`config.mk`:
```
export PLATFORM = sky130hd
export DESIGN_NAME = code_lock
export DESIGN_NICKNAME = d
export VERILOG_FILES = /design/src/rtl/code_lock_pkg.sv /design/src/rtl/lock_timer.sv /design/src/rtl/code_lock.sv
export SDC_FILE = /design/constraint.sdc
export NUM_CORES = 1
export LEC_CHECK = 0
export CAP_MARGIN = 20
export CORE_ASPECT_RATIO = 1.1
export CORE_MARGIN = 4
export CORE_UTILIZATION = 45
export CTS_BUF_LIST = sky130_fd_sc_hd__clkbuf_8
export DETAILED_ROUTE_END_ITERATION = 16
export PLACE_DENSITY_LB_ADDON = 0.2
export SETUP_SLACK_MARGIN = 0.05
export SLEW_MARGIN = 20
export SYNTH_ARGS = -nofsm -noshare
export SYNTH_HDL_FRONTEND = slang
export SYNTH_SLANG_ARGS = --single-unit
export TNS_END_PERCENT = 5
```
`constraint.sdc`:
```
create_clock -name CLK -period 2.3 [get_ports CLK]
set_input_delay 0.345 -clock CLK [delete_from_list [all_inputs] [get_ports CLK]]
set_output_delay 0.345 -clock CLK [all_outputs]
set_load 0.1 [all_outputs]
```
`src/rtl/code_lock_pkg.sv`:
```
`default_nettype none
// +----------------------------------------------------------------------------+
// | Module   : code_lock_pkg                                                   |
// | Purpose  : Shared state encoding and counter-width helpers for code_lock.  |
// | Ports    : none (package)                                                  |
// | Revision : 1.0  initial release                                            |
// +----------------------------------------------------------------------------+
package code_lock_pkg;

  // Encoding is visible on the state output, so values are fixed explicitly.
  typedef enum logic [1:0] {
    ST_LOCKED   = 2'd0,
    ST_UNLOCKED = 2'd1,
    ST_PROGRAM  = 2'd2,
    ST_LOCKOUT  = 2'd3
  } state_e;

  localparam int unsigned STATE_W = 2;

  // Width of a counter that must hold every value 0..max_val inclusive.
  function automatic int unsigned cnt_w(input int unsigned max_val);
    return (max_val < 1) ? 1 : $clog2(max_val + 1);
  endfunction

  // Widths for the default parameter set (fail count, digit index, timer).
  localparam int unsigned DEF_FAIL_W = cnt_w(3);
  localparam int unsigned DEF_IDX_W  = cnt_w(8);
  localparam int unsigned DEF_TMR_W  = cnt_w(16);

endpackage
`default_nettype wire

```
`src/rtl/lock_timer.sv`:
```
`default_nettype none
// +----------------------------------------------------------------------------+
// | Module   : lock_timer                                                      |
// | Purpose  : Loadable down-counter timing the lockout period.                |
// | Ports    : clk      - clock                                                |
// |            rst      - synchronous active-high reset (count cleared)        |
// |            load     - load load_val into the counter                       |
// |            load_val - value to load                                        |
// |            dec      - decrement by one (stops at zero)                     |
// |            done     - counter is on its last cycle (count == 1)            |
// | Revision : 1.0  initial release                                            |
// +----------------------------------------------------------------------------+
module lock_timer #(
  parameter int unsigned CNT_W = 5
) (
  input  logic             clk,
  input  logic             rst,
  input  logic             load,
  input  logic [CNT_W-1:0] load_val,
  input  logic             dec,
  output logic             done
);

  logic [CNT_W-1:0] count_q;
  logic [CNT_W-1:0] count_d;

  always_comb begin
    count_d = count_q;
    if (load) begin
      count_d = load_val;
    end else if (dec && (count_q != '0)) begin
      count_d = count_q - CNT_W'(1);
    end
  end

  always_ff @(posedge clk) begin
    if (rst) begin
      count_q <= '0;
    end else begin
      count_q <= count_d;
    end
  end

  // Asserted on the final lockout cycle so the owner leaves LOCKOUT on the
  // same edge that takes the count to zero.
  assign done = (count_q == CNT_W'(1));

endmodule
`default_nettype wire

```
`src/rtl/code_lock.sv`:
```
`default_nettype none
// +----------------------------------------------------------------------------+
// | Module   : code_lock                                                       |
// | Purpose  : Digit-entry combination lock with reprogrammable password and   |
// |            timed lockout after repeated failed attempts.                   |
// | Ports    : CLK, CLR     - clock, synchronous active-high reset             |
// |            key_valid    - strobe, key_val carries a digit                  |
// |            key_val      - digit value                                      |
// |            enter        - submit attempt / commit new password             |
// |            change_req   - enter password programming (from UNLOCKED)       |
// |            lock_req     - relock / abort programming                       |
// |            unlocked     - state is UNLOCKED or PROGRAM                     |
// |            lockout      - state is LOCKOUT                                 |
// |            err          - one-cycle error pulse                            |
// |            state        - current state encoding                           |
// |            fail_cnt     - consecutive failed attempts                      |
// |            pwd_len      - committed password length                        |
// | Revision : 1.0  initial release                                            |
// +----------------------------------------------------------------------------+
module code_lock
  import code_lock_pkg::*;
#(
  parameter int unsigned KEY_W       = 2,
  parameter int unsigned MAX_LEN     = 8,
  parameter int unsigned DEFAULT_LEN = 4,
  parameter int unsigned MAX_FAIL    = 3,
  parameter int unsigned LOCKOUT_CYC = 16
) (
  input  logic                         CLK,
  input  logic                         CLR,
  input  logic                         key_valid,
  input  logic [KEY_W-1:0]             key_val,
  input  logic                         enter,
  input  logic                         change_req,
  input  logic                         lock_req,
  output logic                         unlocked,
  output logic                         lockout,
  output logic                         err,
  output logic [STATE_W-1:0]           state,
  output logic [cnt_w(MAX_FAIL)-1:0]   fail_cnt,
  output logic [cnt_w(MAX_LEN)-1:0]    pwd_len
);

  localparam int unsigned FAIL_W = cnt_w(MAX_FAIL);
  localparam int unsigned IDX_W  = cnt_w(MAX_LEN);
  localparam int unsigned TMR_W  = cnt_w(LOCKOUT_CYC);
  localparam int unsigned SEL_W  = (MAX_LEN > 1) ? $clog2(MAX_LEN) : 1;

  state_e                          state_q, state_d;
  logic [IDX_W-1:0]                idx_q, idx_d;
  logic                            miss_q, miss_d;
  logic [FAIL_W-1:0]               fail_q, fail_d;
  logic [IDX_W-1:0]                len_q, len_d;
  logic [MAX_LEN-1:0][KEY_W-1:0]   digits_q, digits_d;
  logic [MAX_LEN-1:0][KEY_W-1:0]   shadow_q, shadow_d;
  logic                            err_q, err_d;
  logic                            unlocked_q, lockout_q;

  logic                            tmr_load;
  logic                            tmr_done;
  logic [SEL_W-1:0]                sel;
  logic [FAIL_W-1:0]               fail_inc;
  logic                            key_hit;
  logic [IDX_W-1:0]                idx_inc;

  // sel is only used while idx < MAX_LEN, so truncation never aliases.
  assign sel      = idx_q[SEL_W-1:0];
  assign fail_inc = fail_q + FAIL_W'(1);
  assign key_hit  = (idx_q < len_q) && (digits_q[sel] == key_val);
  assign idx_inc  = (idx_q == IDX_W'(MAX_LEN)) ? idx_q : idx_q + IDX_W'(1);

  lock_timer #(
    .CNT_W (TMR_W)
  ) u_lock_timer (
    .clk      (CLK),
    .rst      (CLR),
    .load     (tmr_load),
    .load_val (TMR_W'(LOCKOUT_CYC)),
    .dec      (state_q == ST_LOCKOUT),
    .done     (tmr_done)
  );

  // Strobes are evaluated strictly by priority: the highest one asserted
  // owns the cycle even when it has no effect in the current state.
  always_comb begin
    state_d  = state_q;
    idx_d    = idx_q;
    miss_d   = miss_q;
    fail_d   = fail_q;
    len_d    = len_q;
    digits_d = digits_q;
    shadow_d = shadow_q;
    err_d    = 1'b0;
    tmr_load = 1'b0;

    case (state_q)
      ST_LOCKED: begin
        if (lock_req) begin
          idx_d  = '0;
          miss_d = 1'b0;
        end else if (enter) begin
          idx_d  = '0;
          miss_d = 1'b0;
          if ((idx_q == len_q) && !miss_q) begin
            state_d = ST_UNLOCKED;
            fail_d  = '0;
          end else begin
            err_d  = 1'b1;
            fail_d = fail_inc;
            if (fail_inc == FAIL_W'(MAX_FAIL)) begin
              state_d  = ST_LOCKOUT;
              tmr_load = 1'b1;
            end
          end
        end else if (key_valid) begin
          miss_d = miss_q | ~key_hit;
          idx_d  = idx_inc;
        end
      end

      ST_UNLOCKED: begin
        if (lock_req) begin
          state_d = ST_LOCKED;
          idx_d   = '0;
          miss_d  = 1'b0;
        end else if (!enter && !key_valid && change_req) begin
          state_d = ST_PROGRAM;
          idx_d   = '0;
        end
      end

      ST_PROGRAM: begin
        if (lock_req) begin
          state_d = ST_LOCKED;
          idx_d   = '0;
          miss_d  = 1'b0;
        end else if (enter) begin
          state_d = ST_UNLOCKED;
          idx_d   = '0;
          if (idx_q != '0) begin
            digits_d = shadow_q;
            len_d    = idx_q;
          end else begin
            err_d = 1'b1;
          end
        end else if (key_valid) begin
          if (idx_q == IDX_W'(MAX_LEN)) begin
            err_d = 1'b1;
          end else begin
            shadow_d[sel] = key_val;
            idx_d         = idx_q + IDX_W'(1);
          end
        end
      end

      ST_LOCKOUT: begin
        if (tmr_done) begin
          state_d = ST_LOCKED;
          fail_d  = '0;
          idx_d   = '0;
          miss_d  = 1'b0;
        end
      end

      default: begin
        state_d = ST_LOCKED;
      end
    endcase
  end

  always_ff @(posedge CLK) begin
    if (CLR) begin
      state_q    <= ST_LOCKED;
      idx_q      <= '0;
      miss_q     <= 1'b0;
      fail_q     <= '0;
      len_q      <= IDX_W'(DEFAULT_LEN);
      digits_q   <= '0;
      shadow_q   <= '0;
      err_q      <= 1'b0;
      unlocked_q <= 1'b0;
      lockout_q  <= 1'b0;
    end else begin
      state_q    <= state_d;
      idx_q      <= idx_d;
      miss_q     <= miss_d;
      fail_q     <= fail_d;
      len_q      <= len_d;
      digits_q   <= digits_d;
      shadow_q   <= shadow_d;
      err_q      <= err_d;
      unlocked_q <= (state_d == ST_UNLOCKED) || (state_d == ST_PROGRAM);
      lockout_q  <= (state_d == ST_LOCKOUT);
    end
  end

  assign state    = state_q;
  assign unlocked = unlocked_q;
  assign lockout  = lockout_q;
  assign err      = err_q;
  assign fail_cnt = fail_q;
  assign pwd_len  = len_q;

endmodule
`default_nettype wire

```
* Word-level counts from Yosys, hierarchy flattened *
Cells that the tools add are included.
Widths: inputs -> output; s select.

word-level totals
  word-level logic and storage cells = 129
  output and inout port bits = 11
  flip-flop bits (word level) = 53

operators by class
  eq/ne operators = 19
  reductions and logical operators = 23
  add/sub/neg operators = 3
  order comparisons = 3
  bitwise gates (word level) = 5
  mux-type cells = 50

operator list
  operator             count
  $mux 2               15
  $mux 4               7
  $mux 1               18
  $bwmux 16            1
  $pmux 4 s3           1
  $reduce_and 4->1     3
  $eq 2x2->1 const B   5
  $mux 5               2
  $ne 4x4->1 const B   2
  $pmux 2 s4           1
  $bmux 2 s3           1
  $demux 2 s3          1
  $logic_and 1x1->1    6
  $ne 2x2->1 const B   3
  $reduce_or 2->1      3
  $eq 5x1->1 const B   1
  $reduce_and 5->1     1
  $reduce_bool 5->1    1
  $sub 5x1->5 const B  1
  $add 4x1->4 const B  1
  $eq 2x1->1 const B   2
  $eq 4x4->1           1
  $eq 4x4->1 const B   1
  $lt 3x4->1 const B   1
  18 further kinds     24

* Longest topological paths before layout *
Gate-level depths: netlist (run 1).

  depth after elaboration = 10
  depth in mapped cells = 9
  gate-level depth less buffers = 8

* Hierarchy *
A second synthesis (run 1) with hierarchy kept.

unflattened totals
  cell total of the unflattened synthesis = 300
  area, all modules = 2742.6 sq um

by module, submodules not included
  module      cells each  instances  area each (sq um)
  code_lock   260         1          2409.8
  lock_timer  40          1          332.8

* Least setup slack after synthesis (run 1) *
Ideal clock, no wire load.

  kind = reg-to-reg
  start point = reg state_q[1], in the netlist state[1]
  end point = reg shadow_q[11] in the netlist's numbering
  data arrival time = 2559 ps
  setup slack = -386 ps
  cell stages (with the launch flop) = 7
  required time = 2172 ps
  cell sequence = dfxtp_1 > ha_1 > or3b_1 > nor4_4 > and3_1 > mux2i_1 > nor2_1

on the way
  cells in the longest elaborated chain, start to end = 2

RTL lines
  item                        line              source
  from (decl)                 code_lock.sv:49   state_e state_q, state_d;
  from (signal assigned)      code_lock.sv:184  state_q <= state_d;
  $eq 2x2->1                  code_lock.sv:96   case (state_q)
  $reduce_and 5->1 (no line)  n/a
  to (signal assigned)        code_lock.sv:190  shadow_q <= shadow_d;
  to (decl)                   code_lock.sv:55   logic [MAX_LEN-1:0][KEY_W-1:0] shadow_q, shadow_d;

No other way between the ends.
A chain may end at the register's enable or synchronous reset.

* Worst setup path in the final report (run 1) *
  start point = reg idx_q[0]
  end point = reg unlocked_q, in the netlist unlocked

on the way
  cells in the longest elaborated chain, start to end = 8
  elaborated cells on any way between the ends = 9
  those cells by class = 3 x eq/ne; 4 x mux; 2 x reduce/logical

RTL lines
  item                                      line              source
  from (decl)                               code_lock.sv:50   logic [IDX_W-1:0] idx_q, idx_d;
  from (signal assigned)                    code_lock.sv:185  idx_q <= idx_d;
  $eq 4x4->1 *                              code_lock.sv:104  if ((idx_q == len_q) && !miss_q) begin
  $logic_and 1x1->1 *                       code_lock.sv:104
  $mux 2 *                                  code_lock.sv:104
  $mux 2 *                                  code_lock.sv:101  end else if (enter) begin
  $mux 2 *                                  code_lock.sv:98   if (lock_req) begin
  $pmux 2 s4 *                              code_lock.sv:96
  named net state_d[0]                      code_lock.sv:49
  $eq 2x1->1 or $eq 2x2->1 (tied branches)  code_lock.sv:192  unlocked_q <= (state_d == ST_UNLOCKED) || (state_d == ST_PROGRAM);
  $logic_or 1x1->1 *                        code_lock.sv:192
  to (signal assigned)                      code_lock.sv:192
  to (decl)                                 code_lock.sv:57   logic unlocked_q, lockout_q;

Mark *: on every way through the listed nets, which the timed path passes. The rest lies on a longest branch.

==> flow_summary.json, run 1 <==
{
  "status": "completed",
  "synth_xor_area_share_pct": 1.94,
  "die_w_um": 82.1,
  "globalRouteOverflowTotal": 0,
  "ys.flop_type": "dfxtp_1",
  "placementRows": 29,
  "synth_seq_cells": 53,
  "io_pins": 19,
  "synth_nets": 322,
  "drive_above_1_share_pct": 17.8,
  "dieArea_um2": 7340,
  "synth_top_family_by_area": "simple AND/OR/NAND/NOR gates",
  "period_share_pct": 90.2,
  "area_growth_pct": 14.1,
  "synth_most_common_cell": "dfxtp_1",
  "n_antenna_cell": 0,
  "fin_nets": 348,
  "synth_compound_gate_area_share_pct": 9.17,
  "place.gp.congestion": 0.802,
  "clkTransAtPathRegs_ns": 0.10,
  "stdcell_area_um2": 3100,
  "crit_arrival_ns": 2.29,
  "power_switching_w": 0.000386,
  "max_cap_viol_count": 0,
  "io_buffer_count": 18,
  "grt_pass1_vias": 2092,
  "ctsHoldBuffers": 0,
  "synth_area_um2": 2720,
  "synth_top_area_share_pct": 39.1,
  "synthesis.area_per_instance_um2": 9.11,
  "multiInputGateArea_um2": 1510,
  "grt_usage_pct": 17.0,
  "totalWireLength_um": 5590,
  "start_util_pct": 46.8,
  "setup_viol": 0,
  "grt_max_degree": 36,
  "ys.warnings.count": 0,
  "comb_power_share_pct": 8.0,
  "die_h_um": 89.5,
  "drt.antenna.violating_nets": 0,
  "endpoint_kind": "flip-flop",
  "rsz0062_at_grt": "no",
  "wl_per_cell_um": 13.9,
  "drv_slew": 0,
  "ys_top_cells_by_count": "dfxtp_1, nor2_1, mux2i_1, a21oi_1, nand2_1",
  "grt_pass1_wl_um": 9670,
  "post-cts-setup-buffers": 0,
  "synth-seq-area-share_pct": 39.1,
  "core_um2": 5810,
  "ir_drop_v": 0.000335,
  "period_needed_ns": 2.07,
  "power.internal_w": 0.00117,
  "grt_antenna_before_repair": 0,
  "synth_largest_area_cell": "dfxtp_1",
  "start_kind": "flip-flop",
  "first_iter_violations": 74,
  "power_frac_clock_pct": 32.7,
  "r2r_slack_ns": 0.23,
  "p_total_w": 0.00156,
  "avgViaCountPerCell": 5.23,
  "syn_inst": 298,
  "crit_fanout": 6,
  "synth_adder_area_share_pct": 7.37,
  "crit_required_ns": 2.52,
  "p_seq_share_pct": 59.3,
  "cts_tree": "built",
  "path_class": "reg -> reg",
  "tightest_slew_ns": 0.631,
  "cts_max_level": 2,
  "dpl-instance-area_um2": 3010,
  "clkSinkCount": 53,
  "synthDistinctLibCells": 47,
  "seq_area_um2": 1070,
  "cts_buffer_depth": 2,
  "fillerInstances": 544,
  "drc": 0,
  "synth_simple_gate_area_share_pct": 22.4,
  "synth_edf_count": 0,
  "drt_first_pass_iters": 4,
  "clock_skew_ns": 0.0103,
  "ys_async_sr_fraction_pct": 0,
  "relSlewSlack_pct": 57.9,
  "synthMuxAreaShare_pct": 14.7,
  "vias": 2102,
  "numCtsBuffers": 5,
  "cellLeakagePower_nw": 1.20,
  "tns_ns": 0,
  "max_freq_ghz": 0.482,
  "hp-class": "reg -> reg",
  "swShare_pct": 24.8,
  "clk_root_buffer_cell": "clkbuf_8",
  "clk-insertion-delay-late_ns": 0.31,
  "hold_viol": 0,
  "powerDensity_nw_per_um2": 503,
  "ctsResizeCount": 0,
  "synth_area_leaders": "dfxtp_1, mux2i_1, ha_1, nor2_1, a21oi_1",
  "dpl.hpwl_um": 4170
}
[flip-flops by register name, summed over array words and instances (netlist names)]
signal                flops
state                     2
idx_q                     4
shadow_q                 16
fail_cnt                  2
digits_q                 16
unlocked                  1
miss_q                    1
pwd_len                   4
u_lock_timer.count_q      5
err                       1
lockout                   1
[placed cells by master (no fill, tap or decap), drive strengths merged, types with 2 or more instances in the layout]
cell type / synthesis / layout
xor2: 3 / 3
nor2: 45 / 45
or3: 3 / 3
buf: 8 / 29
dfxtp: 53 / 53
or4: 2 / 2
nand4: 2 / 2
mux4: 2 / 2
clkinv: 0 / 2
and3: 2 / 2
o32ai: 3 / 3
clkbuf: 7 / 5
mux2i: 33 / 33
clkdlybuf4s50: 0 / 6
o21ai: 8 / 8
a21oi: 17 / 17
nor2b: 7 / 7
o21a: 2 / 2
nand2b: 4 / 4
nor4: 6 / 6
mux2: 2 / 2
nand2: 17 / 17
inv: 17 / 17
ha: 16 / 16
a31oi: 2 / 2
xnor2: 3 / 3
nand3: 14 / 14
nor3: 6 / 6
[logic make-up (layout without fill, tap and decap cells)]
group,Yosys count,in the layout
and+or+nand+nor,114,114
buffers and inverters,33,60
AOI/OAI and AO/OA,39,39
DFF,53,53
xor gates and xnor gates,6,6
muxes,37,37
adders and majority gates,16,16
[per-layer routing]
metal	share of wire [%]	track usage [%]	vias to the layer above
met5	0	0	-
met1	45	20.5	972
li1	-	-	1084
met2	49	29.5	34
met3	3.4	3.23	12
met4	2.1	6.95	0
[power by group through the flow]
| stage | registers [W] | clock network, W | logic [W] |
|---|---|---|---|
| after floorplan | 0.000971 | 0 | 0.0000607 |
| after global placement | 0.000947 | 0 | 0.000124 |
| after detailed placement | 0.000947 | 0 | 0.000125 |
| after CTS | 0.000925 | 0.000537 | 0.000125 |
| after global routing | 0.000926 | 0.000557 | 0.000135 |
| final | 0.000925 | 0.000509 | 0.000125 |
[area by class of cell]
cell class	count	area share, %
well taps	77	3.11
inverters	17	2.06
repair buffers	35	8.88
flip-flops and latches	53	34.6
multi-input cells	212	48.6
clock buffers	5	2.22
clock inverters	3	0.565
[final timing paths]
kind / end / start / depth (start not counted)
worst min register to register: shadow_q[7]$_SDFFE_PP0P_ / shadow_q[7]$_SDFFE_PP0P_ / 2
worst max-delay path: unlocked$_SDFF_PP0_ / idx_q[0]$_SDFFE_PP0P_ / 8
worst max register to register: unlocked$_SDFF_PP0_ / idx_q[0]$_SDFFE_PP0P_ / 8
worst min-delay path: shadow_q[7]$_SDFFE_PP0P_ / shadow_q[7]$_SDFFE_PP0P_ / 2
[stage by stage]
stage               std cells  worst slack [ns]  hold slack, ns  util [%]
global route              402            0.0772           0.497      53.4
finish                    402             0.227           0.461      53.4
CTS                       402             0.237           0.464      53.4
detailed placement        394            0.0555           0.451      51.9
global placement          394            0.0627           0.445      51.9
floorplan                 298            0.0356           0.436         -
[critical path, stage by stage, from the launching register on]
cell     delay [ns]
dfxtp_1        0.35
inv_2          0.09
ha_1           0.28
nand2_1        0.06
or3_1          0.41
a31oi_1        0.25
o32a_2         0.20
ha_1           0.22
nor2b_1        0.12
No activity file was read; power rests on OpenSTA's default activity.
==> run 2: changes to the inputs <==
--- a/config.mk
+++ b/config.mk
@@ -13,7 +13,7 @@
 export DETAILED_ROUTE_END_ITERATION = 16
 export PLACE_DENSITY_LB_ADDON = 0.2
 export SETUP_SLACK_MARGIN = 0.05
-export SLEW_MARGIN = 20
+export SLEW_MARGIN = 5
 export SYNTH_ARGS = -nofsm -noshare
 export SYNTH_HDL_FRONTEND = slang
 export SYNTH_SLANG_ARGS = --single-unit
==> results of run 2 <==
No change in the layout: final DEF, timing and power equal those of run 1.
